### src/rtl/topk_tracker_pkg.sv
// Shared types for the top-K senone tracker: score type, FSM states, slot payload.
package topk_tracker_pkg;

    localparam int unsigned SCORE_W = 16;
    localparam int unsigned IDX_W   = 8;

    typedef logic signed [SCORE_W-1:0] num;

    typedef enum logic [1:0] {
        IDLE    = 2'd0,
        COLLECT = 2'd1,
        DRAIN   = 2'd2
    } topk_state_t;

    // One ranked entry of the best-K list
    typedef struct packed {
        logic             vld;
        logic [IDX_W-1:0] idx;
        num               score;
    } slot_t;

    localparam num    SCORE_MIN  = num'(16'h8000);
    localparam slot_t SLOT_RESET = '{vld: 1'b0, idx: '0, score: SCORE_MIN};

endpackage

### src/rtl/topk_tracker_if.sv
// Score-input and drain-output signals of the top-K tracker.
interface topk_tracker_if;
    import topk_tracker_pkg::*;

    logic             new_vector_available;
    logic             new_senone;
    num               current_score;
    logic [IDX_W-1:0] senone_idx;
    logic             last_senone;

    logic             list_ready;
    logic             out_valid;
    logic             out_ready;
    num               out_score;
    logic [IDX_W-1:0] out_idx;
    logic             out_last;
    logic             drain_done;

    // Producer of scores / consumer of the drained list
    modport master (
        output new_vector_available, new_senone, current_score, senone_idx, last_senone,
        output out_ready,
        input  list_ready, out_valid, out_score, out_idx, out_last, drain_done
    );

    // The tracker itself
    modport slave (
        input  new_vector_available, new_senone, current_score, senone_idx, last_senone,
        input  out_ready,
        output list_ready, out_valid, out_score, out_idx, out_last, drain_done
    );

endinterface

### src/rtl/topk_tracker.sv
// Keeps the K best senone scores of a feature vector sorted, then drains them best-first.
module topk_tracker
    import topk_tracker_pkg::*;
#(
    parameter int unsigned K         = 4,
    parameter int unsigned n_senones = 12
) (
    input  logic           clk,
    input  logic           reset,
    topk_tracker_if.slave  bus
);

    localparam int unsigned CNT_W  = $clog2(K + 1);
    localparam bit          CFG_OK = (K >= 2) && (K <= 8) && (n_senones >= 1);

    // n_senones only sizes the upstream scorer; insertions beyond it are still accepted
    if (!CFG_OK) begin : g_bad_cfg
        $error("topk_tracker: K must be 2..8 and n_senones at least 1");
    end

    topk_state_t      state_q, state_d;
    slot_t [K-1:0]    slot_q, slot_d, ins_slot;
    logic  [K-1:0]    ge;
    slot_t            new_slot;
    logic [CNT_W-1:0] rank_q, rank_d, cnt_d;

    logic             list_ready_q, list_ready_d;
    logic             out_valid_q,  out_valid_d;
    num               out_score_q,  out_score_d;
    logic [IDX_W-1:0] out_idx_q,    out_idx_d;
    logic             out_last_q,   out_last_d;
    logic             drain_done_q, drain_done_d;

    assign new_slot = '{vld: 1'b1, idx: bus.senone_idx, score: bus.current_score};

    // Per-slot insert: keep if this slot outranks the newcomer, take the newcomer at the
    // first slot it beats, otherwise shift the slot above down. Equal scores stay ahead.
    for (genvar i = 0; i < K; i++) begin : g_slot
        assign ge[i] = slot_q[i].vld &&
                       ($signed(slot_q[i].score) >= $signed(bus.current_score));
        if (i == 0) begin : g_head
            assign ins_slot[i] = ge[i] ? slot_q[i] : new_slot;
        end else begin : g_body
            assign ins_slot[i] = ge[i] ? slot_q[i] : (ge[i-1] ? new_slot : slot_q[i-1]);
        end
    end

    // Next state, list update and next drain outputs
    always_comb begin
        state_d      = state_q;
        slot_d       = slot_q;
        rank_d       = rank_q;
        list_ready_d = 1'b0;
        drain_done_d = 1'b0;

        if (bus.new_vector_available) begin
            for (int i = 0; i < int'(K); i++) begin
                slot_d[i].vld = 1'b0;
            end
            rank_d  = '0;
            state_d = COLLECT;
        end else begin
            case (state_q)
                IDLE: begin
                    state_d = IDLE;
                end
                COLLECT: begin
                    if (bus.new_senone) begin
                        slot_d = ins_slot;
                    end
                    if (bus.last_senone) begin
                        state_d      = DRAIN;
                        rank_d       = '0;
                        list_ready_d = 1'b1;
                        // empty list: drain finishes in its first cycle
                        if (!slot_d[0].vld) begin
                            drain_done_d = 1'b1;
                        end
                    end
                end
                DRAIN: begin
                    if (!slot_q[0].vld) begin
                        state_d = IDLE;
                    end else if (out_valid_q && bus.out_ready) begin
                        if (out_last_q) begin
                            state_d      = IDLE;
                            drain_done_d = 1'b1;
                        end else begin
                            rank_d = rank_q + CNT_W'(1);
                        end
                    end
                end
                default: begin
                    state_d = IDLE;
                end
            endcase
        end

        cnt_d = '0;
        for (int i = 0; i < int'(K); i++) begin
            cnt_d = cnt_d + CNT_W'(slot_d[i].vld);
        end

        out_valid_d = (state_d == DRAIN) && (rank_d < cnt_d);
        out_last_d  = out_valid_d && (rank_d == cnt_d - CNT_W'(1));
        out_score_d = '0;
        out_idx_d   = '0;
        if (out_valid_d) begin
            for (int i = 0; i < int'(K); i++) begin
                if (CNT_W'(i) == rank_d) begin
                    out_score_d = slot_d[i].score;
                    out_idx_d   = slot_d[i].idx;
                end
            end
        end
    end

    // State, list and output registers
    always_ff @(posedge clk) begin
        if (reset) begin
            state_q      <= IDLE;
            rank_q       <= '0;
            for (int i = 0; i < int'(K); i++) begin
                slot_q[i] <= SLOT_RESET;
            end
            list_ready_q <= 1'b0;
            out_valid_q  <= 1'b0;
            out_score_q  <= '0;
            out_idx_q    <= '0;
            out_last_q   <= 1'b0;
            drain_done_q <= 1'b0;
        end else begin
            state_q      <= state_d;
            rank_q       <= rank_d;
            slot_q       <= slot_d;
            list_ready_q <= list_ready_d;
            out_valid_q  <= out_valid_d;
            out_score_q  <= out_score_d;
            out_idx_q    <= out_idx_d;
            out_last_q   <= out_last_d;
            drain_done_q <= drain_done_d;
        end
    end

    assign bus.list_ready = list_ready_q;
    assign bus.out_valid  = out_valid_q;
    assign bus.out_score  = out_score_q;
    assign bus.out_idx    = out_idx_q;
    assign bus.out_last   = out_last_q;
    assign bus.drain_done = drain_done_q;

endmodule

### src/flat_wrapper.sv
// flat-port wrapper written by rule: the top's interface ports become plain ports
module topk_tracker_flat import topk_tracker_pkg::*;
#(
    parameter int unsigned K         = 4,
    parameter int unsigned n_senones = 12
)
  (clk, reset, bus_new_vector_available, bus_new_senone, bus_current_score, bus_senone_idx, bus_last_senone, bus_out_ready, bus_list_ready, bus_out_valid, bus_out_score, bus_out_idx, bus_out_last, bus_drain_done);
  topk_tracker_if bus_i ();
  input  logic clk;
  input  logic reset;
  input wire logic [$bits(bus_i.new_vector_available)-1:0] bus_new_vector_available;
  input wire logic [$bits(bus_i.new_senone)-1:0] bus_new_senone;
  input wire logic [$bits(bus_i.current_score)-1:0] bus_current_score;
  input wire logic [$bits(bus_i.senone_idx)-1:0] bus_senone_idx;
  input wire logic [$bits(bus_i.last_senone)-1:0] bus_last_senone;
  input wire logic [$bits(bus_i.out_ready)-1:0] bus_out_ready;
  output wire logic [$bits(bus_i.list_ready)-1:0] bus_list_ready;
  output wire logic [$bits(bus_i.out_valid)-1:0] bus_out_valid;
  output wire logic [$bits(bus_i.out_score)-1:0] bus_out_score;
  output wire logic [$bits(bus_i.out_idx)-1:0] bus_out_idx;
  output wire logic [$bits(bus_i.out_last)-1:0] bus_out_last;
  output wire logic [$bits(bus_i.drain_done)-1:0] bus_drain_done;
  assign bus_i.new_vector_available = bus_new_vector_available;
  assign bus_i.new_senone = bus_new_senone;
  assign bus_i.current_score = bus_current_score;
  assign bus_i.senone_idx = bus_senone_idx;
  assign bus_i.last_senone = bus_last_senone;
  assign bus_i.out_ready = bus_out_ready;
  assign bus_list_ready = bus_i.list_ready;
  assign bus_out_valid = bus_i.out_valid;
  assign bus_out_score = bus_i.out_score;
  assign bus_out_idx = bus_i.out_idx;
  assign bus_out_last = bus_i.out_last;
  assign bus_drain_done = bus_i.drain_done;
  topk_tracker #(.K(K), .n_senones(n_senones)) u_core (.clk(clk), .reset(reset), .bus(bus_i));
endmodule
### config.mk
export PLATFORM = sky130hd
export DESIGN_NAME = topk_tracker_flat
export DESIGN_NICKNAME = d
export VERILOG_FILES = /design/src/rtl/topk_tracker_pkg.sv /design/src/rtl/topk_tracker_if.sv /design/src/rtl/topk_tracker.sv /design/src/flat_wrapper.sv
export SDC_FILE = /design/constraint.sdc
export NUM_CORES = 1
export LEC_CHECK = 0
export ABC_AREA = 1
export CORE_ASPECT_RATIO = 0.6
export CORE_UTILIZATION = 35
export CTS_BUF_LIST = sky130_fd_sc_hd__clkbuf_8
export CTS_CLUSTER_SIZE = 16
export DETAILED_ROUTE_END_ITERATION = 12
export HOLD_SLACK_MARGIN = 0.05
export PLACE_DENSITY = 0.51
export REMOVE_ABC_BUFFERS = 1
export SLEW_MARGIN = 20
export SYNTH_ARGS = -nofsm -noshare
export SYNTH_HDL_FRONTEND = slang
export SYNTH_SLANG_ARGS = --single-unit
### constraint.sdc
create_clock -name clk -period 5.23 [get_ports clk]
set_input_delay 1.3075 -clock clk [delete_from_list [all_inputs] [get_ports clk]]
set_output_delay 1.3075 -clock clk [all_outputs]
set_load 0.02 [all_outputs]
==> impl_results.md, run 1 <==
- Final min period: 5.07 ns
- Arr. time, crit path: 5.47 ns
- Largest net degree at the start of global routing: 70
- Avg Inst Size Synth: 6.43 um^2
- Die W: 205 um
- Area occupied by multi-input gates: 0.00515 mm^2
- Worst-path clk slew: 0.08 ns
- Via count: 8596
- CTS buffer count: 17
- DR WL/cell: 16.9 um
- Routability Congestion: 0.852
- Worst-Skew Late Latency: 0.47 ns
- First-pass GRT wire length: 44900 um
- Seq/Total Area, Yosys: 30.8%
- #FFs+latches synth: 133
- Max Root-Sink Buffers: 2
- Layout Skew: 0.0105 ns
- WS Path Type: primary input to register
- HP Class: register to register
- Post-route insts no fill: 1758
- Num Clock Sinks: 133
- Fmax: 197 MHz
- Reg2reg path depth: 26
- Worst Max-Slew Pin Slew: 0.860 ns
- Post-route ant nets: 0
- Ant. Diodes: 0
- Pleak: 4.95 nW
- Root Buffer: clkbuf_8
- First DRT Iteration DRCs: 672
- Peak supply drop: 0.145 mV
- Vias in the first global route: 7649
- Initial Util: 35.7%
- Std cell rows: 44
- Sw frac: 29.7%
- Max Cap Viol: 0
- Power Dens Cells: 224 mW/mm^2
- Hold Vio Cnt, Final: 0
- Vias/cell: 4.89
- Crit. End Element: register
- Outcome: complete, no violations
- Slew margin rel.: 42.7%
- Share of cells above drive strength 1: 10.4%
- DRT Pass-1 Iters: 6
- EDFF count, synth: 0
- Yosys warns: 0
- Sequential Power Share: 45.5%
- Inst Count DP: 1724
- I/O Pins: 58
- Mapped Area: 0.00864 mm^2
- Psw: 0.683 mW
- Final Cycle Share: 96.9%
- Gr usage total: 23.8%
- HPWL after DPL: 19200 um
- Ys flop type: dfxtp_1
- FF+latch area: 0.00266 mm^2
- Peak fanout along the critical path: 7
- Hold path depth: 2
- Hold_ws: 0.496 ns
- Total die area: 0.0253 mm^2
- Internal power: 1.62 mW
- Worst setup SP type: primary input
- Clock Power Share: 40.5%
- FILL cells: 2614
- Final Max Slew Viols: 0
- Global route overflow: 0
- CTS tree: built
- Hold_buf cts: 0
- Final setup violation count: 0
- Ys async rst share: 0%
- Core footprint: 0.0242 mm^2
- Die Ht: 124 um
- # H-tree levels: 4
- Total Wirelength: 29700 um
- Netlist cell types: 43
- Data required time of the worst path: 5.64 ns
- DRC: 0
- Area grow syn2layout: 19.0%
- Comb pwr share: 13.9%
- Initial antenna violation count: 0
- # port buffers: 57
- Mapped Cells: 1343
- Post-layout nets: 1527
[synth_stat cells (all sizes together), types with 2 or more instances]
library cell	number	area share, %
nand3	188	11
nor3	11	1.3
o21ai	60	3.5
nand2	446	20
buf	41	2.9
nand4	7	0.58
a21oi	56	3.7
ha	73	11
a31oi	2	0.14
dfxtp	133	31
nor2	148	7.1
inv	139	6.0
xor2	2	0.20
clkbuf	23	1.0
o211ai	2	0.17
a21o	3	0.26
[sequential cells by signal, summed over array words and instances (netlist names)]
name                   flops
u_core.slot_q            100
u_core.bus.out_score      16
u_core.bus.out_idx         8
u_core.rank_q              3
u_core.state_q             2
u_core.bus.drain_done      1
u_core.bus.list_ready      1
u_core.bus.out_last        1
u_core.bus.out_valid       1
[final timing paths]
path	startpoint	to	slack [ns]
worst max-delay path	bus_current_score[10]	u_core.bus.out_score[8]	0.16
worst min-delay path	u_core.slot_q[67]	u_core.slot_q[67]	0.50
worst max register to register	u_core.slot_q[38]	u_core.bus.out_score[8]	1.27
worst min register to register	u_core.slot_q[67]	u_core.slot_q[67]	0.50
[metal layers]
metal  track usage [%]  vias up  wire length [um]
li1                  -     4448                 -
met1              36.4     3826             15500
met2              32.1      296             11500
met3              6.10       26              2460
met4              5.97        0               335
met5                 0        -                 0
[final cells by class]
cell class	count	area share (%)
multi-input cells	1007	50.1
flip-flops and latches	133	25.9
repair buffers	125	11.0
inverters	139	5.13
well taps	322	3.92
clock buffers	17	2.28
clock inverters	15	1.61
[worst max-delay path, cell delays in order]
cell and delay [ns]:
clkdlybuf4s50_1 0.50, inv_1 0.10, buf_4 0.17, ha_1 0.28
nand2_1 0.05, inv_1 0.10, nand3_1 0.08, nor2_1 0.26
nand2_1 0.17, nand2_1 0.08, nand2_1 0.05, nand3_1 0.08
nand2_1 0.12, o211ai_1 0.11, nand2_1 0.12, fa_1 0.39
inv_1 0.06, ha_2 0.25, inv_1 0.08, ha_1 0.22
nand2_1 0.06, nor2_1 0.05, a211oi_2 0.19, nand3_2 0.14
clkinv_4 0.12, clkbuf_16 0.16, nand2_1 0.06, nor2_2 0.09
[logic make-up (layout without fill, tap and decap cells)]
family | Yosys count | after routing | synth area share [%]
buffers and inverters | 203 | 296 | 9.92
XOR/XNOR | 3 | 3 | 0.304
flip-flops | 133 | 133 | 30.8
AND/OR/NAND/NOR | 803 | 803 | 39.9
adder cells (fa/ha/maj) | 74 | 74 | 10.8
AO/OA/AOI/OAI | 127 | 127 | 8.27
[power by group through the flow]
stage	Clock (mW)	Combinational [mW]	Sequential, mW
after global placement	0	0.312	1.07
after detailed placement	0	0.312	1.07
after global routing	0.990	0.355	1.05
after CTS	0.949	0.314	1.05
final	0.932	0.320	1.05
after floorplan	0	0.174	1.07
[timing repair]
item                                   in CTS  in global routing
endpoints found under the hold margin       0                  0
gates resized for setup                     0                  9
setup endpoints to repair                   0                 25
buffers inserted                            0                  1
[cells in the final DEF (no fill, tap or decap), types with 3 or more instances in the layout]
cell | netlist | layout
a21o_1 | 3 | 3
a21oi_1 | 52 | 51
a21oi_4 | 3 | 3
buf_12 | 0 | 3
buf_4 | 14 | 65
bufinv_16 | 0 | 3
clkbuf_8 | 0 | 17
clkdlybuf4s50_1 | 0 | 56
clkinv_2 | 0 | 6
clkinv_4 | 0 | 4
dfxtp_1 | 133 | 133
ha_1 | 73 | 72
inv_1 | 133 | 134
inv_2 | 6 | 5
nand2_1 | 443 | 442
nand2_2 | 2 | 3
nand3_1 | 185 | 184
nand3_2 | 2 | 3
nand4_1 | 6 | 6
nor2_1 | 133 | 132
nor2_2 | 13 | 14
nor3_1 | 5 | 4
nor3_2 | 2 | 3
nor3_4 | 4 | 4
o21ai_0 | 33 | 33
o21ai_1 | 26 | 26
[per-stage QoR]
stage,instance area [um^2],utilization [%],total power [mW],worst slack (ns),TNS (ns)
after floorplan,8300,-,1.24,0.200,0
after global placement,9810,40.5,1.38,-0.223,-5.01
after detailed placement,9810,40.5,1.38,-0.307,-6.86
after CTS,10200,42.1,2.31,0.168,0
after global routing,10300,42.4,2.39,-0.0443,-0.599
final,10300,42.4,2.30,0.164,0
Power figures use the tool's default switching activity.
==> inputs of run 2 (changes only) <==
--- a/config.mk
+++ b/config.mk
@@ -9,6 +9,7 @@
 export CORE_ASPECT_RATIO = 0.6
 export CORE_UTILIZATION = 35
 export CTS_BUF_LIST = sky130_fd_sc_hd__clkbuf_8
+export CTS_CLUSTER_DIAMETER = 150
 export CTS_CLUSTER_SIZE = 16
 export DETAILED_ROUTE_END_ITERATION = 12
 export HOLD_SLACK_MARGIN = 0.05
==> results of run 2 <==
Final layout, timing and power as in run 1 (identical DEF).
